$ cat src/rtl/clkgate_seq.sv
// clkgate_seq: sequencer for an array of clock-gate cells.
// Branches are turned on one at a time, at least GAP cycles apart. The next
// branch is picked round-robin. Each branch is gated again after IDLE
// consecutive cycles with neither req nor busy set.
//   clk       free-running ungated clock
//   rst       synchronous reset, active-high
//   req       per-branch clock request (level)
//   busy      per-branch activity; keeps a branch on the same way req does
//   force_on  test mode: enable every branch at once, no stagger, no idle gating
//   en        clock-gate E pins (registered)
//   ack       branch clock running and settled (registered)
//   n_on      number of branches with en high (registered)

// Per-branch FSM. The arbiter lives in the parent module.
//   grant   granted this cycle by the arbiter
//   pend    request pending (OFF/WAIT with req)
//   en_nxt  next-cycle value of en, used by the parent for n_on
module clkgate_seq_ch #(
  parameter int IDLE = 16
) (
  input  logic clk,
  input  logic rst,
  input  logic req,
  input  logic busy,
  input  logic force_on,
  input  logic grant,
  output logic pend,
  output logic en_nxt,
  output logic en,
  output logic ack
);
  localparam int IW = $clog2(IDLE + 1);

  localparam logic [2:0] S_OFF    = 3'd0;
  localparam logic [2:0] S_WAIT   = 3'd1;
  localparam logic [2:0] S_SETTLE = 3'd2;
  localparam logic [2:0] S_ON     = 3'd3;
  localparam logic [2:0] S_DRAIN  = 3'd4;

  logic [2:0]    state, nxt;
  logic [IW-1:0] idle, idle_nxt;
  logic          stl, stl_nxt;   // set in the second SETTLE cycle
  logic          act;

  always_comb begin
    act      = req | busy;
    pend     = ((state == S_OFF) || (state == S_WAIT)) && req;
    nxt      = state;
    idle_nxt = '0;
    stl_nxt  = 1'b0;
    case (state)
      S_OFF, S_WAIT: begin
        if (force_on || grant) nxt = S_SETTLE;
        else if (req)          nxt = S_WAIT;
        else                   nxt = S_OFF;
      end
      S_SETTLE: begin
        stl_nxt = 1'b1;
        if (stl) nxt = S_ON;
      end
      S_ON: begin
        // force_on holds the idle count at zero, so ON is sticky.
        if (!force_on && !act) begin
          idle_nxt = (idle == IW'(IDLE)) ? idle : idle + IW'(1);
          if (idle == IW'(IDLE - 1)) nxt = S_DRAIN;
        end
      end
      // DRAIN always completes, even under new activity or force_on.
      S_DRAIN: nxt = S_OFF;
      default: nxt = S_OFF;
    endcase
    en_nxt = (nxt == S_SETTLE) || (nxt == S_ON) || (nxt == S_DRAIN);
  end

  always_ff @(posedge clk) begin
    if (rst) begin
      state <= S_OFF;
      idle  <= '0;
      stl   <= 1'b0;
      en    <= 1'b0;
      ack   <= 1'b0;
    end else begin
      state <= nxt;
      idle  <= idle_nxt;
      stl   <= stl_nxt;
      en    <= en_nxt;
      ack   <= (nxt == S_ON);
    end
  end
endmodule

module clkgate_seq #(
  parameter int N_CH = 4,
  parameter int GAP  = 4,
  parameter int IDLE = 16
) (
  input  logic                      clk,
  input  logic                      rst,
  input  logic [N_CH-1:0]           req,
  input  logic [N_CH-1:0]           busy,
  input  logic                      force_on,
  output logic [N_CH-1:0]           en,
  output logic [N_CH-1:0]           ack,
  output logic [$clog2(N_CH+1)-1:0] n_on
);
  localparam int PW = $clog2(N_CH);
  localparam int GW = $clog2(GAP + 1);
  localparam int NW = $clog2(N_CH + 1);

  logic [N_CH-1:0] pend, grant, en_nxt;
  logic [PW-1:0]   rr_ptr, gnt_idx, ptr_nxt;
  logic [GW-1:0]   gap_cnt;
  logic [NW-1:0]   pop;
  logic            found;
  int              k;

  clkgate_seq_ch #(.IDLE(IDLE)) u_ch [N_CH-1:0] (
    .clk      (clk),
    .rst      (rst),
    .req      (req),
    .busy     (busy),
    .force_on (force_on),
    .grant    (grant),
    .pend     (pend),
    .en_nxt   (en_nxt),
    .en       (en),
    .ack      (ack)
  );

  // Round-robin: first pending channel at or after rr_ptr, wrapping.
  // force_on bypasses the arbiter; every OFF/WAIT channel starts at once.
  always_comb begin
    grant   = '0;
    gnt_idx = '0;
    found   = 1'b0;
    k       = 0;
    if (!force_on && (gap_cnt == '0)) begin
      for (int i = 0; i < N_CH; i++) begin
        k = int'(rr_ptr) + i;
        if (k >= N_CH) k = k - N_CH;
        if (!found && pend[k]) begin
          found    = 1'b1;
          grant[k] = 1'b1;
          gnt_idx  = PW'(k);
        end
      end
    end
    ptr_nxt = (gnt_idx == PW'(N_CH - 1)) ? '0 : gnt_idx + PW'(1);
  end

  always_comb begin
    pop = '0;
    for (int i = 0; i < N_CH; i++) pop = pop + NW'(en_nxt[i]);
  end

  always_ff @(posedge clk) begin
    if (rst) begin
      rr_ptr  <= '0;
      gap_cnt <= '0;
      n_on    <= '0;
    end else begin
      if (force_on) begin
        gap_cnt <= GW'(GAP - 1);
      end else if (found) begin
        gap_cnt <= GW'(GAP - 1);
        rr_ptr  <= ptr_nxt;
      end else if (gap_cnt != '0) begin
        gap_cnt <= gap_cnt - GW'(1);
      end
      n_on <= pop;
    end
  end
endmodule

$ cat config.mk
export PLATFORM = sky130hd
export DESIGN_NAME = clkgate_seq
export DESIGN_NICKNAME = d
export VERILOG_FILES = /design/src/rtl/clkgate_seq.sv
export SDC_FILE = /design/constraint.sdc
export NUM_CORES = 1
export LEC_CHECK = 0
export BUFFER_PORTS_ARGS = -buffer_cell sky130_fd_sc_hd__buf_2
export CAP_MARGIN = 10
export CORE_MARGIN = 5
export CORE_UTILIZATION = 51
export CTS_CLUSTER_SIZE = 40
export DETAILED_ROUTE_END_ITERATION = 6
export HOLD_SLACK_MARGIN = 0.06
export PLACE_DENSITY_LB_ADDON = 0.12
export SYNTH_ARGS = -nofsm -noshare
export SYNTH_HDL_FRONTEND = slang
export SYNTH_SLANG_ARGS = --single-unit
$ cat constraint.sdc
create_clock -name clk -period 10.35 [get_ports clk]
set_input_delay 1.035 -clock clk [delete_from_list [all_inputs] [get_ports clk]]
set_output_delay 1.035 -clock clk [all_outputs]
set_load 0.05 [all_outputs]
==> results.md, run 1 <==
- First-pass iteration count of the detailed router: 4
- Final ANT Viol Nets: 0
- N_diodes: 0
- Hold-fix buffers, CTS: 0
- Fmax: 232 MHz
- Hold depth: 1
- Final Hold Viols: 0
- Non-Filler Instances: 408
- Total gr overflow: 0
- FF-to-FF Start: rr_ptr[0]
- Dpl cells: 400
- Starting Density: 52.9%
- Post-Syn Area per Cell: 9.00 um2
- Largest net degree at the start of global routing: 25
- IO Port Bufs: 21
- Die Ht: 85.8 um
- #FFs+latches synth: 52
- Worst-Skew Late Latency: 0.32 ns
- Clock transition at the registers of the reported paths: 0.09 ns
- Via-to-Cell Ratio: 5.69
- Leakage: 1.23 nW
- Tmin final: 4.32 ns
- Syn Inst Count: 326
- Worst path required time: 10.55 ns
- GP Congestion: 0.895
- Layout area overhead: 6.40%
- Maxcap violations: 0
- Post-CTS Repair Setup Buffers: 0
- Layout cells sized above 1: 12.2%
- Synth area leaders: dfxtp_1 (35%), ha_1 (9.8%), nor2_1 (4.5%), inv_1 (3.2%), xnor2_1 (3.0%)
- Crit path capture type: flop
- # DRC: 0
- Clk sinks: 52
- Post-cts gate resize count: 0
- Synth top area share: 35.5%
- CP max FO: 17
- Global-route usage over all layers: 16.9%
- Synth Flop Type: dfxtp_1
- Max_slew headroom: 34.4%
- Synth warn: 0
- Post-synthesis instance area: 0.00293 mm2
- Total die area: 0.00737 mm2
- Initial antenna violation count: 0
- Reg2Reg Depth: 12
- CP Data Arrival Time: 4.51 ns
- Max-slew violation count: 0
- Syn Nets: 361
- HP Class: flop to flop
- Power density cells: 158 mW/mm2
- First-pass GRT wire length: 10100 um
- Crit Path Class: flop to flop
- Boundary pin count: 22
- Clk buf depth: 2
- Crit-path slowest cell: dfxtp_1
- Crit path largest cell delay: 0.72 ns
- CTS tree: built
- # H-tree levels: 2
- Ys async rst share: 0%
- Rows: 27
- Fin Setup TNS: 0 ns
- RSZ-0062 raised after global routing: no
- Final WL: 6000 um
- Seq/Total Area, Yosys: 35.5%
- Min-delay src: u_ch[3].state[0]
- Distinct cells, synth: 55
- Worst-margin pin slew: 0.971 ns
- CP bufs+invs: 3
- Result of the run: completed
- Post-synth EDFFs: 0
- Hold_ws: 0.435 ns
- WL/cell: 14.7 um
- Cells along the critical path: inv_1 -> ha_1 -> inv_1 -> mux4_2 -> a21oi_1 -> o2bb2ai_1 -> o41ai_1 -> inv_1 -> fa_1 -> ha_1 -> ha_1 -> nor2b_1
- Initial DRC count: 200
- Register-to-Register Setup Slack: 6.03 ns
- Count of final setup violators: 0
- Number of buffers created by CTS: 5
- Die X: 85.8 um
- Hold EP: u_ch[3].stl
- CP delay by family, top: adder cells
- Setup crit start kind: flop
- Vias in the first global route: 2158
- Nets: 370
- Max VDD drop: 0.0000953 V
- Root buffer selected by CTS: clkbuf_8
- Fin crit share: 41.7%
- Worst clock skew: 0.00847 ns
- Post-DP HPWL: 4470 um
- Via count: 2320
- RR Endpoint: n_on[1]
- Cell accounting for the most synthesized area: dfxtp_1
- CORE AREA: 0.00554 mm2
-- logic make-up (layout without fill, tap and decap cells) --
family                     count (synthesis)  count (layout)  share of synthesized area (%)
DFF                                       52              52                           35.5
adders and majority gates                 24              24                           10.5
xor gates and xnor gates                  14              14                           4.18
and+or+nand+nor                          128             128                           25.6
muxes                                      7               7                           3.24
AOI/OAI and AO/OA                         57              57                           14.2
buffers and inverters                     44              54                           6.78
-- metal layers --
metal | up-vias | global-route usage (%) | part of all wire (%)
met5 | - | 0 | 0
met4 | 0 | 5.18 | 1.3
met3 | 7 | 3.07 | 4.5
met2 | 41 | 27.0 | 46
met1 | 1103 | 23.2 | 48
li1 | 1169 | - | -
-- metrics by stage --
step / setup WS [ns] / power (mW) / utilization (%) / cell area (um2)
2_1_floorplan: 6.68 / 0.349 / - / 2930
3_3_place_gp: 6.19 / 0.376 / 54.6 / 3020
3_5_place_dp: 6.13 / 0.374 / 54.6 / 3020
4_1_cts: 6.09 / 0.498 / 56.3 / 3120
5_1_grt: 5.79 / 0.523 / 56.3 / 3120
6_report: 6.03 / 0.493 / 56.3 / 3120
-- worst max-delay path by stage --
stage	from	to	cells after the start
after floorplan	req[1]	n_on[1]	10
after global placement	req[0]	n_on[1]	11
after detailed placement	rr_ptr[0]	n_on[1]	12
after CTS	rr_ptr[0]	n_on[1]	12
after global routing	rr_ptr[0]	n_on[1]	12
final	rr_ptr[0]	n_on[1]	12
-- power by group --
group / switching [mW] / internal, mW
clock: 0.0677 / 0.0542
sequential: 0.0114 / 0.216
combinational: 0.0921 / 0.0512
total: 0.171 / 0.322
-- cell usage after synthesis (all sizes together), types with 3 or more instances --
cell type	instances
a21o	4
a21oi	14
a221o	3
and2	3
and3	6
and3b	4
buf	10
clkbuf	9
dfxtp	52
ha	23
inv	25
mux2i	5
nand2	7
nand2b	3
nand3	10
nand4	5
nor2	35
nor2b	12
nor3	17
nor3b	12
nor4b	4
o21ai	8
or3b	4
xnor2	10
xor2	4
-- area by class of cell --
type	instances	area [um2]
fill	536	2420
sequential	52	1040
clock buffer	6	82.6
multi-input combinational	230	1690
clock inverter	2	15.0
tap	72	90.1
timing repair buffer	21	105
inverter	25	93.8
-- worst register-to-register path: stages, from the launching register on --
cell and delay, ns:
dfxtp_1 0.72, inv_1 0.30, ha_1 0.47, inv_1 0.18
mux4_2 0.56, a21oi_1 0.17, o2bb2ai_1 0.11, o41ai_1 0.54
inv_1 0.13, fa_1 0.45, ha_1 0.20, ha_1 0.26
nor2b_1 0.12
-- cell usage in the layout, fill, tap and decap left out, drive strengths merged, types with 8 or more instances in the layout --
cell,netlist,layout
dfxtp,52,52
nor2,35,35
inv,25,25
ha,23,23
buf,10,21
nor3,17,17
a21oi,14,14
nor2b,12,12
nor3b,12,12
nand3,10,10
xnor2,10,10
o21ai,8,8
-- flip-flops by register name, summed over array words and instances, names as in the netlist --
name / cells
u_ch.idle: 20
u_ch.state: 12
u_ch.ack: 4
u_ch.en: 4
u_ch.stl: 4
gap_cnt: 3
n_on: 3
rr_ptr: 2
Power figures use the tool's default switching activity.
==> run 2, diff against run 1 <==
- clock period: 10.35 -> 4.1 ns (I/O delays scaled with it)
==> run 2 against run 1 <==
  * Flip-flop and latch count stayed put
  * Cell area increased by 0.80%
  * Worst setup slack lost 5.8 ns
  * Critical path type unchanged
==> results.md, run 2 (same netlist as run 1, synthesis figures left out) <==
- Fmax: 257 MHz (+11%)
- N_diodes: 0 (unchanged)
- Post-CTS Repair Setup Buffers: 0 (unchanged)
- Via-to-Cell Ratio: 5.68 (-0.19%)
- Initial antenna violation count: 0 (unchanged)
- CP max FO: 9 (-8)
- # H-tree levels: 2 (unchanged)
- CP bufs+invs: 2 (-1)
- Most frequent CP cell: ha_1
- CORE AREA: 0.00554 mm2 (unchanged)
- # DRC: 0 (unchanged)
- Fin crit share: 94.9% (+53 points)
- Worst path required time: 4.28 ns (-6.27 ns)
- Post-place setup slack: 0.295 ns (-5.84 ns)
- First-pass iteration count of the detailed router: 5 (+1)
- Vias in the first global route: 2276 (+5.5%)
- Number of buffers created by CTS: 5 (unchanged)
- Max VDD drop: 0.000244 V (+160%)
- Largest reg by FF count: u_ch.idle
- Boundary pin count: 22 (unchanged)
- First-pass GRT wire length: 10500 um (+3.6%)
- Layout area overhead: 7.25%
- Leakage: 1.25 nW (+1.8%)
- Tmin final: 3.89 ns (-0.424 ns)
- Crit path capture type: flop
- Power density cells: 408 mW/mm2 (+160%)
- Final core occ: 56.8% (+0.45 points)
- Max-slew violation count: 0 (unchanged)
- Most frequent cells in the layout: dfxtp_1 (52), nor2_1 (35), inv_1 (25)
- Maxcap violations: 0 (unchanged)
- Via count: 2327 (+0.30%)
- Setup crit start kind: flop
- Largest net degree at the start of global routing: 25 (unchanged)
- Starting Density: 52.9% (unchanged)
- Final WL: 6030 um (+0.57%)
- Total gr overflow: 0 (unchanged)
- Root buffer selected by CTS: clkbuf_8
- WL/cell: 14.7 um (about the same)
- CP Data Arrival Time: 4.08 ns (-0.43 ns)
- Clk buf depth: 2 (unchanged)
- Fill cells: 521 (-2.8%)
- Crit Path Class: flop to flop
- Layout cells sized above 1: 12.4% (+0.22 points)
- CTS tree: built
- Nets: 372 (+0.54%)
- Worst-margin pin slew: 1.01 ns (+0.0438 ns)
- Max reg flops: 20 (unchanged)
- Most common cell after layout, fill and taps aside: dfxtp_1
- HP Class: flop to flop
- RSZ-0062 raised after global routing: no
- Result of the run: completed
- Worst clock skew: 0.00586 ns (-0.00261 ns)
- GP Congestion: 0.929 (+3.8%)
- Global-route usage over all layers: 17.4% (+0.50 points)
- CP delay by family, top: adder cells
- Die X: 85.8 um (unchanged)
- Rows: 27 (unchanged)
- Hold-fix buffers, CTS: 0 (unchanged)
- Count of final setup violators: 0 (unchanged)
- Post-route setup slack: 0.209 ns (-5.83 ns)
- Post-DP HPWL: 4460 um (-0.29%)
- Clock transition at the registers of the reported paths: 0.09 ns (about the same)
- Fin Setup TNS: 0 ns (unchanged)
- Max_slew headroom: 31.4% (-3.0 points)
- IO Port Bufs: 21 (unchanged)
- Die Ht: 85.8 um (unchanged)
- Initial DRC count: 231 (+16%)
- Worst-Skew Late Latency: 0.30 ns (-0.02 ns)
- Clk sinks: 52 (unchanged)
- Crit path largest cell delay: 0.57 ns (-0.15 ns)
- Crit-path slowest cell: mux4_2
- Cells along the critical path: inv_1 -> ha_1 -> inv_1 -> mux4_2 -> nor2b_4 -> a221oi_1 -> a21oi_1 -> o21ba_2 -> fa_1 -> ha_1 -> ha_1 -> nor2b_1
- Post-cts gate resize count: 0 (unchanged)
- Total die area: 0.00737 mm2 (unchanged)
- Final Hold Viols: 0 (unchanged)
- Final ANT Viol Nets: 0 (unchanged)
- Regs by FF count: u_ch.idle x20, u_ch.state x12
[run 2: cell count changes in the layout (fill, tap and decap cells not counted), sizes merged]
cell / previous run / this run
buf: 21 / 23
bufinv: 0 / 1
clkinvlp: 2 / 0
clkinv: 0 / 1
[run 2: area by class of cell]
class / count / area (um2) / area share (%)
flip-flops and latches: 52 / 1040 / 33.1
repair buffers: 23 / 120 / 3.82
clock inverters: 2 / 35.0 / 1.11
inverters: 25 / 93.8 / 2.98
multi-input cells: 230 / 1690 / 53.8
clock buffers: 6 / 72.6 / 2.31
well taps: 72 / 90.1 / 2.86
[run 2: worst paths after layout]
| kind | cells past startpoint | to | startpoint | slack, ns |
|---|---|---|---|---|
| worst min register to register | 1 | u_ch[0].stl | u_ch[0].state[0] | 0.44 |
| worst min-delay path | 1 | u_ch[0].stl | u_ch[0].state[0] | 0.44 |
| worst max register to register | 12 | n_on[1] | rr_ptr[1] | 0.21 |
| worst max-delay path | 12 | n_on[1] | rr_ptr[1] | 0.21 |
[run 2: metal layers]
metal,track usage [%],share of wire [%],routed length [um]
met3,4.32,6.0,361
met2,27.8,45,2690
met4,4.17,1.2,74
met5,0,0,0
met1,23.8,48,2900
[run 2: per-stage QoR]
step,hold WS [ns],area [um2],power [mW],std cells
after floorplan,0.399,2930,0.881,326
after global placement,0.417,3040,0.950,402
after global routing,0.462,3150,1.36,410
after detailed placement,0.427,3040,0.950,402
after CTS,0.438,3150,1.30,410
final,0.439,3150,1.28,410
[run 2: where the power goes]
group / switching [mW] / leakage (nW) / internal, mW
Sequential: 0.0247 / 0.425 / 0.546
Clock: 0.160 / 0.0552 / 0.181
Combinational: 0.239 / 0.767 / 0.133
Total: 0.424 / 1.25 / 0.860
==> run 3, diff against run 2 <==
- ABC_AREA: default -> 1
==> run 3 against run 2 <==
  * Power increased by 8.3%
  * Register-to-register slack gained 0.79 ns
  * Global-route usage is 0.47 points lower
  * Routed wire length shrank 1.7%
  * Final cell count is 21% higher
  * Fmax rose by 25%
  * Critical path type unchanged
  * Critical endpoint unchanged
  * Largest power group unchanged
  * Highest routed layer unchanged
==> results.md, run 3 <==
- Synth warn: 0 (unchanged)
- Via count: 2490 (+7.0%)
- Max VDD drop: 0.000237 V (-2.9%)
- Layout area overhead: 7.16% (about the same)
- Worst clock skew: 0.00749 ns (+0.00163 ns)
- Via-to-Cell Ratio: 5.00 (-12%)
- Maxcap violations: 0 (unchanged)
- Regs by FF count: u_ch.idle x20, u_ch.state x12
- Crit path largest cell delay: 0.57 ns (about the same)
- Clock transition at the registers of the reported paths: 0.10 ns (about the same)
- Die Ht: 86.6 um (+0.84%)
- Fmax: 322 MHz (+25%)
- Post-CTS Repair Setup Buffers: 0 (unchanged)
- GP Congestion: 0.968 (+4.2%)
- Compound-gate portion of the synthesized area: 6.07% (-8.2 points)
- CTS tree: built
- Total chip power: 1.39 mW (+8.3%)
- Most frequent cells in the layout: nand2_1 (76), inv_1 (68), dfxtp_1 (52)
- Nets: 460 (+24%)
- Post-cts gate resize count: 0 (unchanged)
- Worst-Skew Late Latency: 0.31 ns (about the same)
- Syn Inst Count: 408 (+25%)
- Syn Nets: 443 (+23%)
- IO Port Bufs: 21 (unchanged)
- Die X: 86.6 um (+0.84%)
- Adder-cell share of the synthesized area: 10.3% (-0.20 points)
- Crit Path Class: flop to flop
- # H-tree levels: 2 (unchanged)
- N_diodes: 0 (unchanged)
- #FFs+latches synth: 52 (unchanged)
- Setup crit start kind: flop
- Worst path required time: 4.30 ns (+0.02 ns)
- Synth area leaders: dfxtp_1 (35%), ha_1 (9.6%), nand2_1 (9.5%), inv_1 (8.5%), nor2_1 (5.8%)
- Leakage: 1.56 nW (+25%)
- Number of buffers created by CTS: 5 (unchanged)
- Hold depth: 4 (+3)
- Final ANT Viol Nets: 0 (unchanged)
- Total gr overflow: 0 (unchanged)
- Rows: 27 (unchanged)
- Ys async rst share: 0% (unchanged)
- Starting Density: 53.3% (+0.37 points)
- CORE AREA: 0.00561 mm2 (+1.2%)
- Power density cells: 434 mW/mm2 (+6.3%)
- HP Class: primary input to flop
- Layout cells sized above 1: 14.8% (+2.4 points)
- Post-Synth Simple-Gate Area: 35.8% (+10 points)
- Post-synthesis instance area: 0.00299 mm2 (+1.9%)
- Most numerous cell in the Yosys netlist: nand2_1
- Clk buf depth: 2 (unchanged)
- # DRC: 0 (unchanged)
- Result of the run: completed
- Global-route usage over all layers: 17.0% (-0.47 points)
- Crit-path slowest cell: dfxtp_1
- First-pass iteration count of the detailed router: 4 (-1)
- RSZ-0062 raised after global routing: no
- Most common cell after layout, fill and taps aside: nand2_1
- Mux share of post-synthesis cell area: 0% (-3.2 points)
- Reg2Reg Depth: 16 (+4)
- Worst-margin pin slew: 0.472 ns (-0.543 ns)
- Total die area: 0.00749 mm2 (+1.7%)
- Fin Setup TNS: 0 ns (unchanged)
- Synth Flop Type: dfxtp_1
- CP delay by family, top: adder cells
- Largest reg by FF count: u_ch.idle
- Hold-fix buffers, CTS: 0 (unchanged)
- Cell accounting for the most synthesized area: dfxtp_1
- Max-slew violation count: 0 (unchanged)
- Largest net degree at the start of global routing: 25 (unchanged)
- Max_slew headroom: 68.5% (+37 points)
- Clk sinks: 52 (unchanged)
- Post-synth EDFFs: 0 (unchanged)
- Crit path capture type: flop
- Initial antenna violation count: 0 (unchanged)
- Vias in the first global route: 2315 (+1.7%)
- Final Hold Viols: 0 (unchanged)
- Fill cells: 566 (+8.6%)
- CP bufs+invs: 3 (+1)
- Post-Syn Area per Cell: 7.33 um2 (-19%)
- Count of final setup violators: 0 (unchanged)
- Tmin final: 3.10 ns (-0.787 ns)
- Synth top area share: 34.8% (-0.67 points)
- Stages on worst setup path: 16 (+4)
- Final WL: 5930 um (-1.7%)
- Initial DRC count: 145 (-37%)
- Main combinational cell family by area after synthesis: simple AND/OR/NAND/NOR gates
- First-pass GRT wire length: 10300 um (-2.1%)
- WL/cell: 11.9 um (-19%)
- Post-DP HPWL: 4560 um (+2.3%)
- Cells along the critical path: inv_1 -> ha_1 -> inv_1 -> nand2_1 -> nand2_1 -> nand2_2 -> nor2_1 -> nor2_1 -> nand3_2 -> nand3_2 -> nand3_2 -> fa_1 -> ha_1 -> ha_1 -> inv_1 -> nor2_1
- Distinct cells, synth: 31 (-44%)
- Root buffer selected by CTS: clkbuf_8
- Top cells by count, synth: nand2_1 (76), inv_1 (68), dfxtp_1 (52)
- CP Data Arrival Time: 3.30 ns (-0.78 ns)
- Fin crit share: 75.7% (-19 points)
- Post-synthesis share of cell area spent on xor and xnor gates: 1.47% (-2.7 points)
- Max reg flops: 20 (unchanged)
- Seq/Total Area, Yosys: 34.8% (-0.67 points)
- CP max FO: 10 (+1)
- Boundary pin count: 22 (unchanged)
run 3: area by class of cell:
class                           instances  area, um2  share of cell area [%]
Clock buffer                            5       68.8                    2.15
Clock inverter                          3       25.0                   0.781
Inverter                               71        269                    8.40
Multi-Input combinational cell        274       1600                    50.1
Sequential cell                        52       1040                    32.5
Tap cell                               72       90.1                    2.81
Timing Repair Buffer                   21        105                    3.28
run 3: stage by stage:
stage	cells	setup slack, ns	hold WS (ns)	util (%)	area (um2)
after global placement	490	1.12	0.438	55.4	3110
after floorplan	408	1.29	0.420	-	2990
final	498	0.995	0.402	57.1	3200
after detailed placement	490	1.03	0.448	55.4	3110
after global routing	498	0.762	0.414	57.1	3200
after CTS	498	1.01	0.384	57.1	3200
run 3: tightest hold or removal path, delay by kind of cell:
kind          cells  cell delay [ns]
simple gates      3             0.20
buf+inv           1             0.08
run 3: power breakdown:
part / switching, mW / internal (mW) / leakage [nW]
combinational: 0.345 / 0.153 / 1.09
sequential: 0.0308 / 0.549 / 0.424
clock: 0.187 / 0.125 / 0.0452
run 3: kinds of logic (layout without fill, tap and decap cells):
group / Yosys count / after routing
flip-flops: 52 / 52
buffers and inverters: 82 / 100
XOR/XNOR: 5 / 5
AND/OR/NAND/NOR: 212 / 212
AO/OA/AOI/OAI: 33 / 33
adder cells (fa/ha/maj): 24 / 24
run 3: worst paths after layout:
check,start,end,slack (ns)
max reg2reg,rr_ptr[1],n_on[1],1.0
max,rr_ptr[1],n_on[1],1.0
min,busy[3],u_ch[3].state[2],0.40
min reg2reg,u_ch[2].state[0],u_ch[2].stl,0.46
run 3: metal layers:
layer / vias to the layer above / share of wire, % / track usage [%]
li1: 1314 / - / -
met1: 1109 / 50 / 21.8
met2: 55 / 44 / 28.2
met3: 12 / 4.7 / 3.80
met4: 0 / 1.8 / 5.38
met5: - / 0 / 0
